**src/rtl/nn_ctrl_pkg.sv**
```systemverilog
// ---------------------------------------------------------------------------
// nn_ctrl_pkg
// Shared constants and types for the two-layer forward-pass sequencer.
//   - Lane and node counts of the shared neuron array.
//   - Phase-select encodings driven to the array.
//   - Controller state enumeration.
// ---------------------------------------------------------------------------
package nn_ctrl_pkg;

    localparam int NN_LANES   = 10;
    localparam int NN_H_NODES = 20;
    localparam int NN_O_NODES = 10;
    localparam int NN_TIMEOUT = 1024;
    localparam int NN_IDX_W   = 4;

    localparam logic [1:0] CTRL_H_UPPER = 2'b00;
    localparam logic [1:0] CTRL_H_LOWER = 2'b01;
    localparam logic [1:0] CTRL_OUT     = 2'b10;
    localparam logic [1:0] CTRL_IDLE    = 2'b11;

    typedef enum logic [3:0] {
        S_IDLE    = 4'd0,
        S_H0_GO   = 4'd1,
        S_H0_WAIT = 4'd2,
        S_H1_GO   = 4'd3,
        S_H1_WAIT = 4'd4,
        S_O_GO    = 4'd5,
        S_O_WAIT  = 4'd6,
        S_ARGMAX  = 4'd7,
        S_DONE    = 4'd8,
        S_ERROR   = 4'd9
    } nn_state_e;

endpackage

```
**src/rtl/argmax_seq.sv**
```systemverilog
// ---------------------------------------------------------------------------
// argmax_seq
// Serial signed argmax over N bytes, one byte per cycle.
// Ports:
//   clk, rst   : clock, asynchronous active-high reset
//   go_i       : one-cycle pulse; slot 0 is taken as the initial maximum
//   values_i   : N signed bytes, slot i at [i*8 +: 8]
//   idx_o      : index of the maximum, valid while valid_o is high
//   valid_o    : one-cycle pulse in the cycle that examines the last slot
// A pass spans exactly N cycles counting the go cycle. The final compare is
// folded into idx_o combinationally so the caller can latch it on the Nth edge.
// Ties keep the earlier index because the running maximum is replaced only on
// a strictly greater value.
// ---------------------------------------------------------------------------
module argmax_seq
    import nn_ctrl_pkg::*;
#(
    parameter int N     = NN_O_NODES,
    parameter int IDX_W = NN_IDX_W
) (
    input  logic             clk,
    input  logic             rst,
    input  logic             go_i,
    input  logic [N*8-1:0]   values_i,
    output logic [IDX_W-1:0] idx_o,
    output logic             valid_o
);

    localparam logic [IDX_W-1:0] LAST = IDX_W'(N - 1);

    logic                    running_q;
    logic [IDX_W-1:0]        ptr_q;
    logic [IDX_W-1:0]        best_idx_q;
    logic signed [7:0]       best_q;
    logic signed [7:0]       cur;
    logic                    take;
    logic [IDX_W-1:0]        ptr_d;

    always_comb begin
        cur     = $signed(values_i[ptr_q*8 +: 8]);
        take    = (cur > best_q);
        ptr_d   = ptr_q + IDX_W'(1);
        idx_o   = take ? ptr_q : best_idx_q;
        valid_o = running_q && (ptr_q == LAST);
    end

    always_ff @(posedge clk or posedge rst) begin
        if (rst) begin
            running_q  <= 1'b0;
            ptr_q      <= '0;
            best_idx_q <= '0;
            best_q     <= '0;
        end else if (go_i) begin
            running_q  <= 1'b1;
            ptr_q      <= IDX_W'(1);
            best_idx_q <= '0;
            best_q     <= $signed(values_i[7:0]);
        end else if (running_q) begin
            if (take) begin
                best_q     <= cur;
                best_idx_q <= ptr_q;
            end
            if (ptr_q == LAST) begin
                running_q <= 1'b0;
            end else begin
                ptr_q <= ptr_d;
            end
        end
    end

endmodule

```
**src/rtl/neuron_layer_sequencer.sv**
```systemverilog
// ---------------------------------------------------------------------------
// neuron_layer_sequencer
// Drives the shared neuron array through hidden-upper, hidden-lower and
// output phases, latches lane outputs, then runs a serial argmax.
// Ports:
//   clk, rst               : clock, asynchronous active-high reset
//   start                  : pass request, honoured only in IDLE/DONE/ERROR
//   ctrl_data_w_b_neuron   : phase select (00 upper, 01 lower, 10 out, 11 idle)
//   start_signal           : one-cycle start pulse to all lanes
//   lane_out, lane_ready   : lane results and per-lane ready
//   out_regs               : latched hidden activations (20 bytes)
//   result                 : latched output-layer values (10 bytes)
//   class_idx              : argmax of result
//   busy, done, error      : status flags
//   dbg_state              : current controller state
// Valid/ready: the array's result is accepted only in a *_WAIT state on an
// edge where every lane_ready bit is high; ready seen during *_GO is stale
// from the previous phase and is ignored. All outputs are registered.
// ---------------------------------------------------------------------------
module neuron_layer_sequencer
    import nn_ctrl_pkg::*;
#(
    parameter int LANES         = NN_LANES,
    parameter int H_NODE_NUMBER = NN_H_NODES,
    parameter int O_NODE_NUMBER = NN_O_NODES,
    parameter int TIMEOUT       = NN_TIMEOUT
) (
    input  logic                       clk,
    input  logic                       rst,
    input  logic                       start,
    output logic [1:0]                 ctrl_data_w_b_neuron,
    output logic                       start_signal,
    input  logic [LANES*8-1:0]         lane_out,
    input  logic [LANES-1:0]           lane_ready,
    output logic [H_NODE_NUMBER*8-1:0] out_regs,
    output logic [O_NODE_NUMBER*8-1:0] result,
    output logic [NN_IDX_W-1:0]        class_idx,
    output logic                       busy,
    output logic                       done,
    output logic                       error,
    output logic [3:0]                 dbg_state
);

    localparam int               CNT_W    = $clog2(TIMEOUT + 1);
    localparam logic [CNT_W-1:0] CNT_LAST = CNT_W'(TIMEOUT - 1);

    nn_state_e                  state_q;
    logic [1:0]                 ctrl_q;
    logic                       start_signal_q;
    logic                       busy_q;
    logic                       done_q;
    logic                       error_q;
    logic                       am_go_q;
    logic [CNT_W-1:0]           wait_cnt_q;
    logic [CNT_W-1:0]           wait_cnt_d;
    logic [H_NODE_NUMBER*8-1:0] out_regs_q;
    logic [O_NODE_NUMBER*8-1:0] result_q;
    logic [NN_IDX_W-1:0]        class_idx_q;

    logic                       all_ready;
    logic                       timed_out;
    logic [NN_IDX_W-1:0]        am_idx;
    logic                       am_valid;

    always_comb begin
        all_ready  = &lane_ready;
        wait_cnt_d = wait_cnt_q + CNT_W'(1);
        // The edge that would bring the counter to TIMEOUT is the error edge.
        timed_out  = (wait_cnt_q == CNT_LAST);
    end

    argmax_seq #(
        .N     (O_NODE_NUMBER),
        .IDX_W (NN_IDX_W)
    ) u_argmax (
        .clk      (clk),
        .rst      (rst),
        .go_i     (am_go_q),
        .values_i (result_q),
        .idx_o    (am_idx),
        .valid_o  (am_valid)
    );

    always_ff @(posedge clk or posedge rst) begin
        if (rst) begin
            state_q        <= S_IDLE;
            ctrl_q         <= CTRL_IDLE;
            start_signal_q <= 1'b0;
            busy_q         <= 1'b0;
            done_q         <= 1'b0;
            error_q        <= 1'b0;
            am_go_q        <= 1'b0;
            wait_cnt_q     <= '0;
            out_regs_q     <= '0;
            result_q       <= '0;
            class_idx_q    <= '0;
        end else begin
            start_signal_q <= 1'b0;
            am_go_q        <= 1'b0;
            unique case (state_q)
                S_IDLE, S_DONE, S_ERROR: begin
                    if (start) begin
                        state_q        <= S_H0_GO;
                        ctrl_q         <= CTRL_H_UPPER;
                        start_signal_q <= 1'b1;
                        busy_q         <= 1'b1;
                        done_q         <= 1'b0;
                        error_q        <= 1'b0;
                    end
                end
                S_H0_GO: begin
                    state_q    <= S_H0_WAIT;
                    wait_cnt_q <= '0;
                end
                S_H1_GO: begin
                    state_q    <= S_H1_WAIT;
                    wait_cnt_q <= '0;
                end
                S_O_GO: begin
                    state_q    <= S_O_WAIT;
                    wait_cnt_q <= '0;
                end
                S_H0_WAIT, S_H1_WAIT, S_O_WAIT: begin
                    // Ready on the timeout edge still completes the phase.
                    if (all_ready) begin
                        if (state_q == S_H0_WAIT) begin
                            out_regs_q[0 +: LANES*8] <= lane_out;
                            state_q                  <= S_H1_GO;
                            ctrl_q                   <= CTRL_H_LOWER;
                            start_signal_q           <= 1'b1;
                        end else if (state_q == S_H1_WAIT) begin
                            out_regs_q[LANES*8 +: LANES*8] <= lane_out;
                            state_q                        <= S_O_GO;
                            ctrl_q                         <= CTRL_OUT;
                            start_signal_q                 <= 1'b1;
                        end else begin
                            result_q <= lane_out;
                            state_q  <= S_ARGMAX;
                            ctrl_q   <= CTRL_IDLE;
                            am_go_q  <= 1'b1;
                        end
                    end else if (timed_out) begin
                        state_q <= S_ERROR;
                        ctrl_q  <= CTRL_IDLE;
                        busy_q  <= 1'b0;
                        error_q <= 1'b1;
                    end else begin
                        wait_cnt_q <= wait_cnt_d;
                    end
                end
                S_ARGMAX: begin
                    if (am_valid) begin
                        class_idx_q <= am_idx;
                        state_q     <= S_DONE;
                        busy_q      <= 1'b0;
                        done_q      <= 1'b1;
                    end
                end
                default: begin
                    state_q <= S_IDLE;
                    ctrl_q  <= CTRL_IDLE;
                    busy_q  <= 1'b0;
                end
            endcase
        end
    end

    assign ctrl_data_w_b_neuron = ctrl_q;
    assign start_signal         = start_signal_q;
    assign out_regs             = out_regs_q;
    assign result               = result_q;
    assign class_idx            = class_idx_q;
    assign busy                 = busy_q;
    assign done                 = done_q;
    assign error                = error_q;
    assign dbg_state            = state_q;

endmodule

```
**config.mk**
```make
export PLATFORM = sky130hd
export DESIGN_NAME = neuron_layer_sequencer
export DESIGN_NICKNAME = d
export VERILOG_FILES = /design/src/rtl/nn_ctrl_pkg.sv /design/src/rtl/argmax_seq.sv /design/src/rtl/neuron_layer_sequencer.sv
export SDC_FILE = /design/constraint.sdc
export NUM_CORES = 1
export LEC_CHECK = 0
export CAP_MARGIN = 20
export CORE_MARGIN = 5
export CORE_UTILIZATION = 30
export CTS_BUF_LIST = sky130_fd_sc_hd__clkbuf_4
export DETAILED_ROUTE_END_ITERATION = 10
export SYNTH_ARGS = -nofsm -noshare
export SYNTH_HDL_FRONTEND = slang
export SYNTH_SLANG_ARGS = --single-unit
```
**constraint.sdc**
```tcl
create_clock -name clk -period 9.35 [get_ports clk]
set_input_delay 1.87 -clock clk [delete_from_list [all_inputs] [get_ports clk]]
set_output_delay 1.87 -clock clk [all_outputs]
set_load 0.02 [all_outputs]
```
==> metrics.csv <==
stage,metric,value,unit
status,outcome,"complete, no violations",
clock_network,tritoncts,done,
routing,totalWireLength,37100,um
synth,ys.flop_type,dfrtp_1,
routing,antenna_left,0,
power,irDropWorstVdd,0.0000771,V
clock_network,insertion_delay,0.75,ns
worst_setup_path,r2r_start,u_argmax.ptr_q[0],
synth,yosysWarnings,0,
worst_setup_path,max_stage_delay,0.70,ns
placed_design,post-dp-hpwl,26900,um
worst_setup_path,cp_max_fo,45,
clock_network,ctsHtreeMaxLevel,3,
worst_setup_path,cpMaxStageDelayCell,nor3_2,
routing,post-route-drc-count,0,
worst_setup_path,cp_num_buf_inv,2,
synth,synth_area_leader_cell,dfrtp_1,
synth,synth_most_common_cell,dfrtp_1,
worst_setup_path,start_kind,primary input,
global_routing,grt_pass1_wl,56800,um
final_layout,drive_gt1_frac,0.318,
hold_path,min_path_type,reg2reg,
worst_setup_path,r2r_end,u_argmax.best_q[0],
global_routing,grt_overflow,0,
sta,rsz0062_at_grt,no,
global_routing,use_met3,0.0644,
hold_path,hold_start,class_idx[1],
die,core_area,40700,um^2
global_routing,grt_pass1_vias,9256,
synth,synth_top_cell_area_share,0.570,
global_routing,grt_max_degree,77,
power,total_leakage_power,8.18,nW
global_routing,met2_usage,0.256,
synth,syn_nets,948,
global_routing,grt_antenna_before_repair,2,
worst_setup_path,rrSetupSlack,5.25,ns
global_routing,grt.busiest_layer,met2,
clock_network,cts_root_buf,clkbuf_4,
synth,syn-instance-count,844,
placed_design,port_buffers,346,
synth,synth.distinct_cells,58,
clock_network,cts_hold_buffers,0,
synth,synth_common_cells,"281 x dfrtp_1, 168 x mux2_2, 80 x mux2_4",
worst_setup_path,path_cells,clkdlybuf4s50_1 > nand4_1 > nor3_2 > nand2_1 > or3_4 > buf_4 > mux2_4,
die,row_count,74,
global_routing,grt_use_met1,0.207,
placed_design,place.gp.congestion,0.774,
worst_setup_path,r2r_cells,10,
clock_network,cts_buffers,84,
synth,ys_seq_elements,283,
synth,async_flop_share,1.00,
routing,wl_per_cell,20.3,um
synth,yosysSeqAreaShare,0.574,
worst_setup_path,crit_family,simple AND/OR/NAND/NOR gates,
sta,final-hold-violation-count,0,
sta,setup_tns,0,ns
worst_setup_path,cp.arrival,5.06,ns
synth,synth.avg_cell_area,14.6,um^2
synth,synth.area.top_cells,"dfrtp_1 57%, mux2_2 15%, mux2_4 9.7%",
power,power.density,145,nW/um^2
routing,first_iter_violations,502,
clock_network,postCtsSetupRepairBufs,0,
sta,setup_viol,0,
sta,fin_crit,4.47,ns
worst_setup_path,path_class,in2reg,
die,start_util,0.303,
die,io_pins,347,
sta,relSlewSlack,0.344,
sta,fin_crit_sh,0.478,
sta,finClkSkew,0.0514,ns
hold_path,whs_path_depth,2,
synth,netlist_area,12300,um^2
flow_run,max_cap_violations,0,
global_routing,track_usage,0.163,
final_layout,nNetsFinal,1341,
routing,vias,8501,
worst_setup_path,setup.worst_path.start,lane_ready[6],
clock_network,cts_buffer_depth,3,
sta,max_freq,0.224,GHz
worst_setup_path,cp.required,9.94,ns
power,power.total,2.53,mW
clock_network,cts.clk_slew.worst_paths,0.05,ns
worst_setup_path,crit_path_end_kind,flip-flop,
sta,tightestPinTransition,0.984,ns
die,fp.dieH,213,um
routing,first_pass_iters,4,
final_layout,areaGrowthSynthToFinish,40.7,%
clock_network,clkSinkCount,283,
synth,synth_enable_flop_cells,0,
die,dieWidth,213,um
sta,slew_viol_final,0,
routing,viasPerCell,4.64,
die,die_area,45300,um^2
clock_network,postCtsResizedCells,0,
hold_path,hold_end,class_idx[1],
[placed cells by master (no fill, tap or decap), types with 10 or more instances in the layout]
cell type        count
a211oi_1            10
dfrtp_1            280
clkbuf_4           122
nor2b_1             13
clkinv_1            17
inv_1               13
ha_1                11
mux2i_1             13
a21oi_1             19
nor2_1              18
nand2_1             42
mux2_4              80
clkdlybuf4s50_1    346
mux2_2             168
nand3_1             11
[registers in the layout, summed over array words and instances (netlist names)]
register	cells
am_go_q	1
dbg_state	4
out_regs	160
class_idx	4
ctrl_data_w_b_neuron	2
u_argmax.running_q	1
u_argmax.ptr_q	4
u_argmax.best_idx_q	4
u_argmax.best_q	8
error	1
busy	1
start_signal	1
result	80
wait_cnt_q	11
done	1
[layout make-up]
cell class                      instances  area, um^2
Clock buffer                          122         916
Tap cell                              532         666
Timing Repair Buffer                  356        3550
Fill cell                            3879       23400
Multi-Input combinational cell        498        4910
Inverter                               14        56.3
Clock inverter                         25         175
Antenna cell                            3        7.51
Sequential cell                       283        7090
[layer usage]
layer,vias to the layer above,share of wire
met5,-,0
met4,0,0.021
met3,56,0.088
met2,321,0.46
met1,4213,0.43
li1,3911,-
[logic make-up after synthesis]
group,after synthesis,synth area share
and+or+nand+nor,126,0.0528
muxes,270,0.277
AOI/OAI and AO/OA,83,0.0503
buffers and inverters,63,0.0291
DFF,283,0.574
xor gates and xnor gates,8,0.00568
adders and majority gates,11,0.0112
[power breakdown]
part           total, mW  switching [mW]  internal [mW]
Sequential          1.22       0.0000245           1.22
Clock               1.22           0.541          0.679
Combinational     0.0811          0.0443         0.0367
Total               2.53           0.585           1.94
[worst reg2reg max path, delay by kind of cell, from the launching register on]
| family | cells | cell delay, ns |
|---|---|---|
| compound gates | 6 | 1.74 |
| fa+ha+maj | 1 | 0.32 |
| buf+inv | 1 | 0.48 |
| flops | 1 | 0.69 |
| mux | 1 | 0.61 |
| simple gates | 1 | 0.12 |
[stage by stage]
stage	instances	utilization	area, um^2	setup slack, ns	hold WS [ns]
3_5_place_dp	1683	0.399	16300	4.12	0.478
3_3_place_gp	1682	0.399	16200	3.67	0.473
6_report	1833	0.426	17400	4.88	0.482
5_1_grt	1833	0.426	17400	4.77	0.511
4_1_cts	1830	0.426	17400	4.94	0.486
2_1_floorplan	844	-	12300	3.73	0.451
[how the worst max path moves through the flow]
| stage | end | slack, ns | cells after the start |
|---|---|---|---|
| CTS | out_regs[136] | 4.94 | 7 |
| finish | out_regs[113] | 4.88 | 7 |
| global route | out_regs[115] | 4.77 | 7 |
| global placement | result[77] | 3.67 | 7 |
| floorplan | am_go_q | 3.73 | 1 |
| detailed placement | out_regs[120] | 4.12 | 7 |
Power figures use the tool's default switching activity.
